==> config.mk <==
export PLATFORM = sky130hd
export DESIGN_NAME = pipe_stage_reg
export DESIGN_NICKNAME = d
export VERILOG_FILES = /design/src/rtl/pipe_stage_reg.sv
export SDC_FILE = /design/constraint.sdc
export NUM_CORES = 1
export LEC_CHECK = 0
export CORE_AREA = 2 2 146 148
export CTS_BUF_LIST = sky130_fd_sc_hd__clkbuf_4
export DETAILED_ROUTE_END_ITERATION = 7
export DIE_AREA = 0 0 148 150
export GPL_TIMING_DRIVEN = 1
export PLACE_DENSITY_LB_ADDON = 0.15
export SETUP_SLACK_MARGIN = 0.2
export SYNTH_ARGS = -nofsm -noshare
export SYNTH_HDL_FRONTEND = slang
export SYNTH_SLANG_ARGS = --single-unit
==> constraint.sdc <==
create_clock -name clk -period 2.28 [get_ports clk]
set_input_delay 0.456 -clock clk [delete_from_list [all_inputs] [get_ports clk]]
set_output_delay 0.456 -clock clk [all_outputs]
set_load 0.02 [all_outputs]
==> src/rtl/pipe_stage_reg.sv <==
// pipe_stage_reg: pipeline stage register with valid/ready handshake, flush,
// and a two-entry (main + skid) buffer. in_ready is registered, so it never
// depends combinationally on out_ready.
// Optional stall statistics are built only when PIPE_STAT_EN is defined.
module pipe_stage_reg #(
  parameter int unsigned DATA_W = 112,
  parameter int unsigned CTRL_W = 6,
  parameter int unsigned DST_W  = 3
) (
  input  logic              clk,
  input  logic              rst,
  input  logic              in_valid,
  output logic              in_ready,
  input  logic [DATA_W-1:0] in_data,
  input  logic [CTRL_W-1:0] in_ctrl,
  input  logic [DST_W-1:0]  in_dst,
  input  logic              flush,
  output logic              out_valid,
  input  logic              out_ready,
  output logic [DATA_W-1:0] out_data,
  output logic [CTRL_W-1:0] out_ctrl,
  output logic [DST_W-1:0]  out_dst,
  output logic [15:0]       stall_cnt
);

  localparam int unsigned CNT_W = 16;

  typedef enum logic [1:0] {
    ST_EMPTY = 2'd0,
    ST_ONE   = 2'd1,
    ST_FULL  = 2'd2
  } state_t;

  state_t state_q, state_nxt;
  logic   in_ready_q;

  logic [DATA_W-1:0] main_data_q, skid_data_q;
  logic [CTRL_W-1:0] main_ctrl_q, skid_ctrl_q;
  logic [DST_W-1:0]  main_dst_q,  skid_dst_q;

  logic ld_main_in;
  logic ld_main_skid;
  logic ld_skid;

  // State register and registered upstream ready
  always_ff @(posedge clk or negedge rst) begin
    if (!rst) begin
      state_q    <= ST_EMPTY;
      in_ready_q <= 1'b1;
    end else begin
      state_q    <= state_nxt;
      in_ready_q <= (state_nxt != ST_FULL);
    end
  end

  // Next-state and storage load selection; flush overrides everything
  always_comb begin
    state_nxt    = state_q;
    ld_main_in   = 1'b0;
    ld_main_skid = 1'b0;
    ld_skid      = 1'b0;
    if (flush) begin
      state_nxt = ST_EMPTY;
    end else begin
      case (state_q)
        ST_EMPTY: begin
          if (in_valid) begin
            state_nxt  = ST_ONE;
            ld_main_in = 1'b1;
          end
        end
        ST_ONE: begin
          if (in_valid && out_ready) begin
            ld_main_in = 1'b1;
          end else if (in_valid) begin
            state_nxt = ST_FULL;
            ld_skid   = 1'b1;
          end else if (out_ready) begin
            state_nxt = ST_EMPTY;
          end
        end
        ST_FULL: begin
          if (out_ready) begin
            state_nxt    = ST_ONE;
            ld_main_skid = 1'b1;
          end
        end
        default: state_nxt = ST_EMPTY;
      endcase
    end
  end

  // Main and skid entry storage; contents go stale (not cleared) on flush
  always_ff @(posedge clk or negedge rst) begin
    if (!rst) begin
      main_data_q <= '0;
      main_ctrl_q <= '0;
      main_dst_q  <= '0;
      skid_data_q <= '0;
      skid_ctrl_q <= '0;
      skid_dst_q  <= '0;
    end else begin
      if (ld_main_in) begin
        main_data_q <= in_data;
        main_ctrl_q <= in_ctrl;
        main_dst_q  <= in_dst;
      end else if (ld_main_skid) begin
        main_data_q <= skid_data_q;
        main_ctrl_q <= skid_ctrl_q;
        main_dst_q  <= skid_dst_q;
      end
      if (ld_skid) begin
        skid_data_q <= in_data;
        skid_ctrl_q <= in_ctrl;
        skid_dst_q  <= in_dst;
      end
    end
  end

  // Output decode; control masked so a bubble never writes the register file
  always_comb begin
    out_valid = (state_q != ST_EMPTY);
    in_ready  = in_ready_q;
    out_data  = main_data_q;
    out_dst   = main_dst_q;
    out_ctrl  = out_valid ? main_ctrl_q : '0;
  end

`ifdef PIPE_STAT_EN
  logic [CNT_W-1:0] stall_cnt_q;

  // Saturating count of cycles where downstream withholds ready; reset-only clear
  always_ff @(posedge clk or negedge rst) begin
    if (!rst) begin
      stall_cnt_q <= '0;
    end else if (out_valid && !out_ready && (stall_cnt_q != {CNT_W{1'b1}})) begin
      stall_cnt_q <= stall_cnt_q + CNT_W'(1);
    end
  end

  assign stall_cnt = stall_cnt_q;
`else
  assign stall_cnt = CNT_W'(0);
`endif

endmodule

==> metrics.cfg, run 1 <==
[outcome]
status = complete, no violations

[timing]
period_share_pct = 88.0
fin_skew_ns = 0.0368
setup_viol = 0
setup_tns_ns = 0
hold_violations = 0
rsz0062_at_grt = true
fmaxAchievable_mhz = 498
post-route-min-period_ns = 2.01
final_max_slew_viol_count = 0

[floorplanning]
fp.dieH_um = 150
start_util_pct = 49.3
dieArea_mm2 = 0.0222
io_pins = 265
num_rows = 53
core_area_mm2 = 0.0207
fp.dieW_um = 148

[cells_and_area]
fin_nets = 1115
syn_to_final_growth_pct = 33.9
final_core_util_pct = 66.1
instances_no_fill = 1308
drive_gt1_share_pct = 30.6

[clocking]
path_clk_slew_ns = 0.06
cts_max_level = 3
clockRootBuffer = clkbuf_4
clock_latency_ns = 0.63
clockBufferDepth = 3
cts_tree = done
cts_inserted_buffers = 67
cts.sinks = 245

[drt]
first_pass_iters = 5
drc = 0
final_antenna_net_count = 0
drt-initial-drc-count = 398
viasPerCell = 5.49
routed_wl_mm = 25.2
dr_total_vias = 7177
routedWlPerCell_um = 19.3

[pwr]
netSwitchingPower_mw = 3.35
p_leak_nw = 6.63
clock_power_share_pct = 30.6
ir_drop_mv = 0.535
internal_power_mw = 8.52
p_sw_share_pct = 28.2
powerDensity_mw_per_mm2 = 869
combPwrFrac_pct = 20.8
seq_power_share_pct = 48.5

[logic_synthesis]
netlist_instances = 701
synth_edf_count = 0
synth_most_common_cell = dfrtp_1
yosysTopAreaCell = dfrtp_1
ys.flop_type = dfrtp_1
synth_area_mm2 = 0.0102
synth_top_cells_by_area = dfrtp_1, mux2_2, a221o_1
ys_seq_area_share_pct = 60.1
avgSynthCellArea_um2 = 14.6
ys_types = 28
ys_warn_count = 0
synth_common_cells = dfrtp_1, a221o_1, mux2_2
ys_async_sr_fraction_pct = 100
synth_top_area_share_pct = 59.8
ys_ff_latch = 245

[setup_path]
path_max_fanout = 7
path_class = reg2out
r2r-start = state_q[0]
cp_slowest_cell = dfrtp_2
worstReg2RegEnd = out_data[103]
crit_chain = nor2_2, buf_6, buf_6, nor2b_4, buf_6
endpoint_kind = output pin
max_stage_delay_ns = 0.41
crit_top_cell = buf_6
worstPathArrival_ns = 1.55
r2r_cells = 5
cp-start-kind = register
cp_data_required_time_ns = 1.82
r2r_slack_ns = 0.43

[run]
cap_violations = 0

[global_routing]
grt_pass1_wl_mm = 40.1
antenna_found_initial = 1
grt_max_degree = 73
gr-usage-all-layers_pct = 22.8
grt_pass1_vias = 7712
overflow = 0

[hold_path]
hp-class = in2async

[placed_design]
place_inst = 1192
place_congestion = 0.800
dp_hpwl_mm = 16.4
portBuffers = 248

[power by group through the flow]
stage	combinational, mW	clock (mW)	sequential (mW)
after floorplan	1.06	0	6.10
after global placement	2.62	0	5.76
after detailed placement	2.71	0	5.82
after CTS	2.51	3.76	5.76
after global routing	2.65	4.01	5.87
final	2.48	3.64	5.76
[worst max path at each step]
stage,cells after the start,slack (ns),from,end
after global placement,5,0.1,in_valid,out_data[7]
after detailed placement,5,0.03,in_valid,out_data[8]
after floorplan,6,0.68,in_valid,main_ctrl_q[2]
final,5,0.27,state_q[1],out_ctrl[3]
after CTS,4,0.09,state_q[1],out_ctrl[5]
after global routing,5,0.18,state_q[1],out_ctrl[3]
[what timing repair did]
item,in CTS,in global routing
setup endpoints to repair,102,24
gates resized for setup,123,29
buffers inserted,2,0
hold buffers,1,0
pin swaps,0,1
endpoints found under the hold margin,49,0
[kinds of logic (layout without fill, tap and decap cells)]
kind of cell	after synthesis	count (layout)	share of synthesized area, %
DFF	245	245	60.1
and+or+nand+nor	138	138	9.32
AOI/OAI and AO/OA	125	125	12.2
buffers and inverters	71	386	4.98
muxes	121	121	13.3
other	1	18	0.0367
[flip-flops by register name (all words and copies together), names as in the netlist]
| name | flops |
|---|---|
| in_ready | 1 |
| out_data | 112 |
| out_dst | 3 |
| skid_dst_q | 3 |
| skid_ctrl_q | 6 |
| main_ctrl_q | 6 |
| state_q | 2 |
| skid_data_q | 112 |
[per-stage QoR]
step	setup slack, ns	hold slack [ns]	power [mW]	cell area, µm²
finish	0.274	0.340	11.9	13700
global route	0.179	0.341	12.5	13700
CTS	0.0942	0.312	12.0	13600
detailed placement	0.0299	0.406	8.53	12900
global placement	0.0959	0.405	8.38	12900
floorplan	0.680	0.160	7.16	10300
[cells in the final DEF (no fill, tap or decap), types with 2 or more instances in the layout]
| master | n |
|---|---|
| a21oi_1 | 2 |
| diode_2 | 2 |
| and2_2 | 54 |
| a221o_1 | 121 |
| dlygate4sd2_1 | 95 |
| clkdlybuf4s50_1 | 124 |
| buf_4 | 9 |
| buf_2 | 5 |
| inv_1 | 2 |
| dlymetal6s2s_1 | 21 |
| mux2_2 | 121 |
| buf_12 | 13 |
| clkbuf_4 | 96 |
| buf_6 | 3 |
| clkinv_1 | 13 |
| and2_1 | 67 |
| nor2b_4 | 2 |
| conb_1 | 16 |
| nor2b_1 | 5 |
| dfrtp_1 | 243 |
| inv_2 | 2 |
[per-layer routing]
| metal | share of wire [%] | global-route usage, % | wire (µm) | vias up |
|---|---|---|---|---|
| met5 | 0 | 0 | 0 | - |
| met4 | 2.2 | 8.95 | 555 | 0 |
| met3 | 7.9 | 6.98 | 1980 | 41 |
| met2 | 48 | 36.4 | 12100 | 260 |
| li1 | - | - | - | 3190 |
| met1 | 42 | 29.2 | 10500 | 3686 |
[layout make-up]
cell class              count  area (µm²)
diodes                      2        5.00
clock buffers              96         721
clock inverters            15        56.3
fillers                  1569        7020
inverters                   2        7.51
multi-input cells         400        3650
flip-flops and latches    245        6130
well taps                 275         344
repair buffers            273        2750
[worst max-delay path, delay by kind of cell, from the launching register on]
kind	cells	cell delay, ns
buf+inv	3	0.36
flops	1	0.41
simple gates	2	0.15
(Power assumes the default switching activity.)
==> run 2: changes to the inputs <==
--- a/config.mk
+++ b/config.mk
@@ -5,10 +5,11 @@
 export SDC_FILE = /design/constraint.sdc
 export NUM_CORES = 1
 export LEC_CHECK = 0
-export CORE_AREA = 2 2 146 148
+export ABC_AREA = 1
+export CORE_AREA = 2 2 156 158
 export CTS_BUF_LIST = sky130_fd_sc_hd__clkbuf_4
 export DETAILED_ROUTE_END_ITERATION = 7
-export DIE_AREA = 0 0 148 150
+export DIE_AREA = 0 0 158 160
 export GPL_TIMING_DRIVEN = 1
 export PLACE_DENSITY_LB_ADDON = 0.15
 export SETUP_SLACK_MARGIN = 0.2
==> run 2 against run 1 <==
Net effect:
- count of clock-buffer cells in the layout is 9 higher
- die area is 14% higher
- largest power group unchanged
- sequential share of layout area is 4.7 points lower
==> metrics.cfg, run 2 <==
[drt]
final_antenna_net_count = 0  ; unchanged
dr_total_vias = 10500  ; +46%
routedWlPerCell_um = 14.6  ; -24%
routed_wl_mm = 30.7  ; +22%
drt-initial-drc-count = 815  ; +100%
drc = 0  ; unchanged
viasPerCell = 4.98  ; -9.2%
first_pass_iters = 5  ; unchanged

[placed_design]
placed_area_mm2 = 0.0145  ; +12%
place_congestion = 0.774  ; -3.3%
portBuffers = 248  ; unchanged
dp_hpwl_mm = 18.7  ; +14%

[setup_path]
r2r_cells = 7  ; +2
cp_slowest_cell = dfstp_2
max_stage_delay_ns = 0.51  ; +0.10 ns
worstPathArrival_ns = 1.48  ; -0.07 ns
cp_data_required_time_ns = 1.82  ; about the same
path_max_fanout = 1  ; -6
r2r-start = state_q[0]
r2r_slack_ns = 0.47  ; +0.04 ns
path_class = reg2out
endpoint_kind = output pin
crit_chain = dlygate4sd2_1
cp_num_buf_inv = 1  ; -2
crit_family = flip-flops
worstReg2RegEnd = out_data[87]
cp-start-kind = register

[cells_and_area]
fin_nets = 1860  ; +67%
multi_input_comb_area_mm2 = 0.00399  ; +9.3%
fillCellCount = 2161  ; +38%
final_cell_mix = nand3_1, nand2_1, inv_1, dfrtp_1, clkdlybuf4s50_1
syn_to_final_growth_pct = 32.0
seq_area_mm2 = 0.00613  ; about the same
drive_gt1_share_pct = 9.10  ; -22 points
final_area_mm2 = 0.0153  ; +12%

[pwr]
p_leak_nw = 8.74  ; +32%
combPwrFrac_pct = 26.0  ; +5.2 points
netSwitchingPower_mw = 4.48  ; +34%
ir_drop_mv = 0.455  ; -15%
clock_power_share_pct = 30.6  ; about the same
seq_power_share_pct = 43.4  ; -5.1 points
p_sw_share_pct = 32.5  ; +4.3 points
powerDensity_mw_per_mm2 = 903  ; +3.9%
internal_power_mw = 9.30  ; +9.1%

[clocking]
cts_tree = done
path_clk_slew_ns = 0.06  ; about the same
clock_latency_ns = 0.66  ; +0.03 ns
clockBufferDepth = 3  ; unchanged
cts_inserted_buffers = 67  ; unchanged
clockRootBuffer = clkbuf_4
cts_max_level = 3  ; unchanged
cts.sinks = 245  ; unchanged

[logic_synthesis]
synth_top_area_share_pct = 52.8  ; -7.0 points
synth_most_common_cell = nand2_1
avgSynthCellArea_um2 = 7.77  ; -47%
ys_types = 16  ; -43%
yosysTopAreaCell = dfrtp_1
ys_ff_latch = 245  ; unchanged
ys.flop_type = dfrtp_1
ys_async_sr_fraction_pct = 100  ; unchanged
ys_warn_count = 0  ; unchanged
netlist_instances = 1488  ; +110%
synth_top_cells_by_area = dfrtp_1, nand3_1, nand2_1
ys_seq_area_share_pct = 53.0  ; -7.1 points
synth_edf_count = 0  ; unchanged
synth_common_cells = nand2_1, nand3_1, inv_1
synth_area_mm2 = 0.0116  ; +13%

[timing]
rsz0062_at_grt = false
slew_headroom_pct = 60.8
hold_violations = 0  ; unchanged
period_share_pct = 85.0  ; -3.0 points
worstMarginPinSlew_ns = 0.588
setup_tns_ns = 0  ; unchanged
post-route-min-period_ns = 1.94  ; -0.0677 ns
fin_skew_ns = 0.0411  ; +0.00432 ns
setup_viol = 0  ; unchanged
fmaxAchievable_mhz = 516  ; +3.5%
final_max_slew_viol_count = 0  ; unchanged

[floorplanning]
core_area_mm2 = 0.0238  ; +15%
dieArea_mm2 = 0.0253  ; +14%
fp.dieH_um = 160  ; +6.7%
num_rows = 57  ; +7.5%
io_pins = 265  ; unchanged
start_util_pct = 48.6  ; -0.78 points
fp.dieW_um = 158  ; +6.8%

[run]
cap_violations = 0  ; unchanged

[global_routing]
grt_max_degree = 93  ; +27%
grt_pass1_wl_mm = 50.8  ; +27%
overflow = 0  ; unchanged
grt_pass1_vias = 10300  ; +34%
gr-usage-all-layers_pct = 24.7  ; +1.9 points
antenna_found_initial = 1  ; unchanged

[outcome]
status = complete, no violations

[hold_path]
hp-class = in2async

run 2: power groups by stage:
stage | sequential [mW] | combinational [mW] | clock, mW
2_1_floorplan | 6.53 | 1.64 | 0
3_3_place_gp | 6.04 | 3.85 | 0
3_5_place_dp | 6.05 | 3.94 | 0
4_1_cts | 5.98 | 3.64 | 4.34
5_1_grt | 6.10 | 4.03 | 4.57
6_report | 5.98 | 3.58 | 4.22
run 2: cell type report:
type / count / share of cell area [%]
multi-input cells: 883 / 26.1
inverters: 254 / 6.24
diodes: 2 / 0.0328
clock inverters: 10 / 0.762
clock buffers: 105 / 5.16
repair buffers: 283 / 18.8
flip-flops and latches: 245 / 40.2
well taps: 324 / 2.66
run 2: what timing repair did:
action | in CTS | in global routing
endpoints found under the setup margin | 116 | 14
setup buffers | 2 | 0
resized for setup | 132 | 15
hold buffers | 1 | 0
endpoints found under the hold margin | 61 | 0
pin swaps | 1 | 1
run 2: logic make-up (layout without fill, tap and decap cells):
kind of cell	after synthesis	after routing	share of synthesized area (%)
AND/OR/NAND/NOR	744	744	28.2
other	1	18	0.0324
flip-flops	245	245	53.0
buffers and inverters	375	652	13.4
AO/OA/AOI/OAI	123	123	5.34
run 2: worst register-to-register path, stage by stage (launching register included):
cell	delay (ns)
dfrtp_2	0.43
buf_4	0.16
nor2_1	0.22
nand3_4	0.22
nand2_4	0.23
buf_12	0.25
nand3_1	0.13
nand2_1	0.09
run 2: worst max-delay path by stage:
stage                     startpoint            to  slack (ns)  cells after the start
after floorplan             in_valid  out_data[17]        0.79                      7
after global placement     out_ready  out_data[13]        0.18                      8
after detailed placement   out_ready  out_data[87]        0.14                      8
after CTS                 state_q[1]   out_ctrl[0]        0.14                      3
after global routing      state_q[0]   out_ctrl[0]        0.24                      3
final                       in_ready      in_ready        0.34                      1
run 2: per-layer routing:
| layer | part of all wire, % | track usage [%] | wire length (µm) |
|---|---|---|---|
| met3 | 7.0 | 5.24 | 2160 |
| met1 | 43 | 33.6 | 13200 |
| met2 | 47 | 39.3 | 14500 |
| met4 | 2.5 | 8.76 | 753 |
| met5 | 0 | 0 | 0 |
run 2: stage by stage:
| step | setup WS, ns | power, mW | instances | hold WS [ns] | util, % |
|---|---|---|---|---|---|
| after floorplan | 0.785 | 8.16 | 1503 | 0.160 | - |
| after detailed placement | 0.142 | 9.99 | 1986 | 0.471 | 60.8 |
| final | 0.341 | 13.8 | 2106 | 0.388 | 64.1 |
| after global placement | 0.177 | 9.89 | 1986 | 0.465 | 60.8 |
| after CTS | 0.136 | 14.0 | 2104 | 0.335 | 64.2 |
| after global routing | 0.239 | 14.7 | 2106 | 0.352 | 64.1 |
==> run 3: changes to the inputs <==
--- a/config.mk
+++ b/config.mk
@@ -6,10 +6,11 @@
 export NUM_CORES = 1
 export LEC_CHECK = 0
 export ABC_AREA = 1
-export CORE_AREA = 2 2 156 158
-export CTS_BUF_LIST = sky130_fd_sc_hd__clkbuf_4
+export CELL_PAD_IN_SITES_DETAIL_PLACEMENT = 1
+export CELL_PAD_IN_SITES_GLOBAL_PLACEMENT = 1
+export CORE_AREA = 2 2 180 182
 export DETAILED_ROUTE_END_ITERATION = 7
-export DIE_AREA = 0 0 158 160
+export DIE_AREA = 0 0 182 184
 export GPL_TIMING_DRIVEN = 1
 export PLACE_DENSITY_LB_ADDON = 0.15
 export SETUP_SLACK_MARGIN = 0.2
==> run 3 against run 2 <==
Net effect:
- critical path depth unchanged
- clock power up 17%
- critical path type unchanged
- setup slack worse by 0.082 ns
- sequential power up 1%
- critical endpoint is now out_data[74]
- global-route usage down 3.3 points
==> metrics.cfg, run 3 (synthesis results as in run 2) <==
[drt]
final_antenna_net_count = 0  ; unchanged
routed_wl_mm = 35.6  ; +16%
viasPerCell = 4.93  ; -1.2%
routedWlPerCell_um = 16.9  ; +16%
dr_total_vias = 10400  ; -0.83%
first_pass_iters = 4  ; -1
drt-initial-drc-count = 599  ; -27%
drc = 0  ; unchanged

[setup_path]
r2r_cells = 8  ; +1
cp-start-kind = register
cp_num_buf_inv = 1  ; unchanged
path_depth = 1  ; unchanged
crit_chain = clkdlybuf4s50_1
path_class = reg2out
crit_family = buffers and inverters
max_stage_delay_ns = 0.63  ; +0.12 ns
path_max_fanout = 2  ; +1
worstPathArrival_ns = 1.56  ; +0.08 ns
cp_slowest_cell = clkdlybuf4s50_1
endpoint_kind = output pin
cp_data_required_time_ns = 1.82  ; about the same

[timing]
worstMarginPinSlew_ns = 0.654  ; +0.0659 ns
hold_slack_ns = 0.479  ; +0.0904 ns
setup_tns_ns = 0  ; unchanged
fin_skew_ns = 0.00889  ; -0.0322 ns
setup_viol = 0  ; unchanged
slew_headroom_pct = 56.4  ; -4.4 points
rsz0062_at_grt = false
post-route-min-period_ns = 2.02  ; +0.0823 ns
period_share_pct = 88.6  ; +3.6 points
fmaxAchievable_mhz = 495  ; -4.1%
hold_violations = 0  ; unchanged
final_max_slew_viol_count = 0  ; unchanged

[cells_and_area]
fin_nets = 1814  ; -2.5%
fillCellCount = 3749  ; +73%
final_cell_mix = nand3_1, nand2_1, inv_1, dfrtp_1, clkdlybuf4s50_1
drive_gt1_share_pct = 5.20  ; -3.9 points
syn_to_final_growth_pct = 34.3

[floorplanning]
fp.dieH_um = 184  ; +15%
dieArea_mm2 = 0.0335  ; +32%
num_rows = 65  ; +14%
io_pins = 265  ; unchanged
core_area_mm2 = 0.0314  ; +32%
start_util_pct = 36.8  ; -12 points
fp.dieW_um = 182  ; +15%

[pwr]
internal_power_mw = 10.3  ; +10%
powerDensity_mw_per_mm2 = 962  ; +6.6%
seq_power_share_pct = 40.5  ; -2.9 points
clock_power_share_pct = 33.0  ; +2.4 points
p_leak_nw = 8.26  ; -5.6%
p_sw_share_pct = 31.3  ; -1.2 points
ir_drop_mv = 0.450  ; -1.0%
combPwrFrac_pct = 26.5  ; +0.5 points
netSwitchingPower_mw = 4.68  ; +4.3%

[clocking]
clock_latency_ns = 0.53  ; -0.13 ns
clockRootBuffer = clkbuf_16
cts_tree = done
cts_max_level = 1  ; -2
cts.sinks = 245  ; unchanged
cts_inserted_buffers = 28  ; -58%
clockBufferDepth = 3  ; unchanged
path_clk_slew_ns = 0.06  ; about the same

[global_routing]
grt_pass1_vias = 10900  ; +5.7%
grt_pass1_wl_mm = 58.1  ; +14%
grt_max_degree = 123  ; +32%
antenna_found_initial = 2  ; +1
overflow = 0  ; unchanged
gr-usage-all-layers_pct = 21.4  ; -3.3 points

[placed_design]
dp_hpwl_mm = 21.7  ; +16%
portBuffers = 248  ; unchanged
place_congestion = 0.755  ; -2.4%

[outcome]
status = complete, no violations

[hold_path]
hp-class = in2async

[run]
cap_violations = 0  ; unchanged

run 3: layer usage:
layer,GRT usage (%),up-vias,part of all wire (%)
met5,0,-,0.034
met2,36.5,226,48
met3,3.25,48,4.6
met1,28.6,5116,45
met4,5.13,2,2.1
li1,-,5017,-
run 3: through the flow:
step	utilization (%)	worst slack [ns]	total power, mW	instance area, µm²	std cells
2_1_floorplan	-	0.785	8.16	11600	1503
3_3_place_gp	46.2	0.132	9.96	14500	2058
3_5_place_dp	46.2	0.0797	10.1	14500	2058
4_1_cts	49.5	0.0230	15.1	15500	2111
5_1_grt	49.5	0.203	15.9	15500	2112
6_report	49.5	0.259	15.0	15500	2113
run 3: repair_timing:
action | CTS | global route
hold buffers | 1 | 0
resized for setup | 11 | 2
setup buffers | 0 | 1
endpoints found under the setup margin | 8 | 7
pin swaps | 0 | 1
hold endpoints to repair | 59 | 0
run 3: path summary, 6_finish.rpt:
check | startpoint | to | slack (ns)
min | rst | skid_data_q[11] | 0.48
min reg2reg | skid_data_q[10] | skid_data_q[10] | 0.48
min in group clk | skid_data_q[10] | skid_data_q[10] | 0.48
max reg2reg | state_q[1] | skid_data_q[57] | 0.50
max in group asynchronous | rst | out_data[22] | 1.09
max | out_data[74] | out_data[74] | 0.26
run 3: cell type report:
class | instances | area (µm²) | area share (%)
Clock buffer | 37 | 816 | 5.25
Sequential cell | 245 | 6130 | 39.5
Timing Repair Buffer | 276 | 2930 | 18.9
Clock inverter | 15 | 205 | 1.32
Multi-Input combinational cell | 883 | 3990 | 25.7
Antenna cell | 1 | 2.50 | 0.0161
Inverter | 254 | 953 | 6.14
Tap cell | 402 | 503 | 3.24
run 3: power groups by stage:
| stage | registers [mW] | logic (mW) | clock network (mW) |
|---|---|---|---|
| after global placement | 6.07 | 3.89 | 0 |
| after global routing | 6.18 | 4.43 | 5.24 |
| final | 6.05 | 3.96 | 4.94 |
| after detailed placement | 6.10 | 4.00 | 0 |
| after CTS | 6.06 | 4.04 | 5.04 |
| after floorplan | 6.53 | 1.64 | 0 |
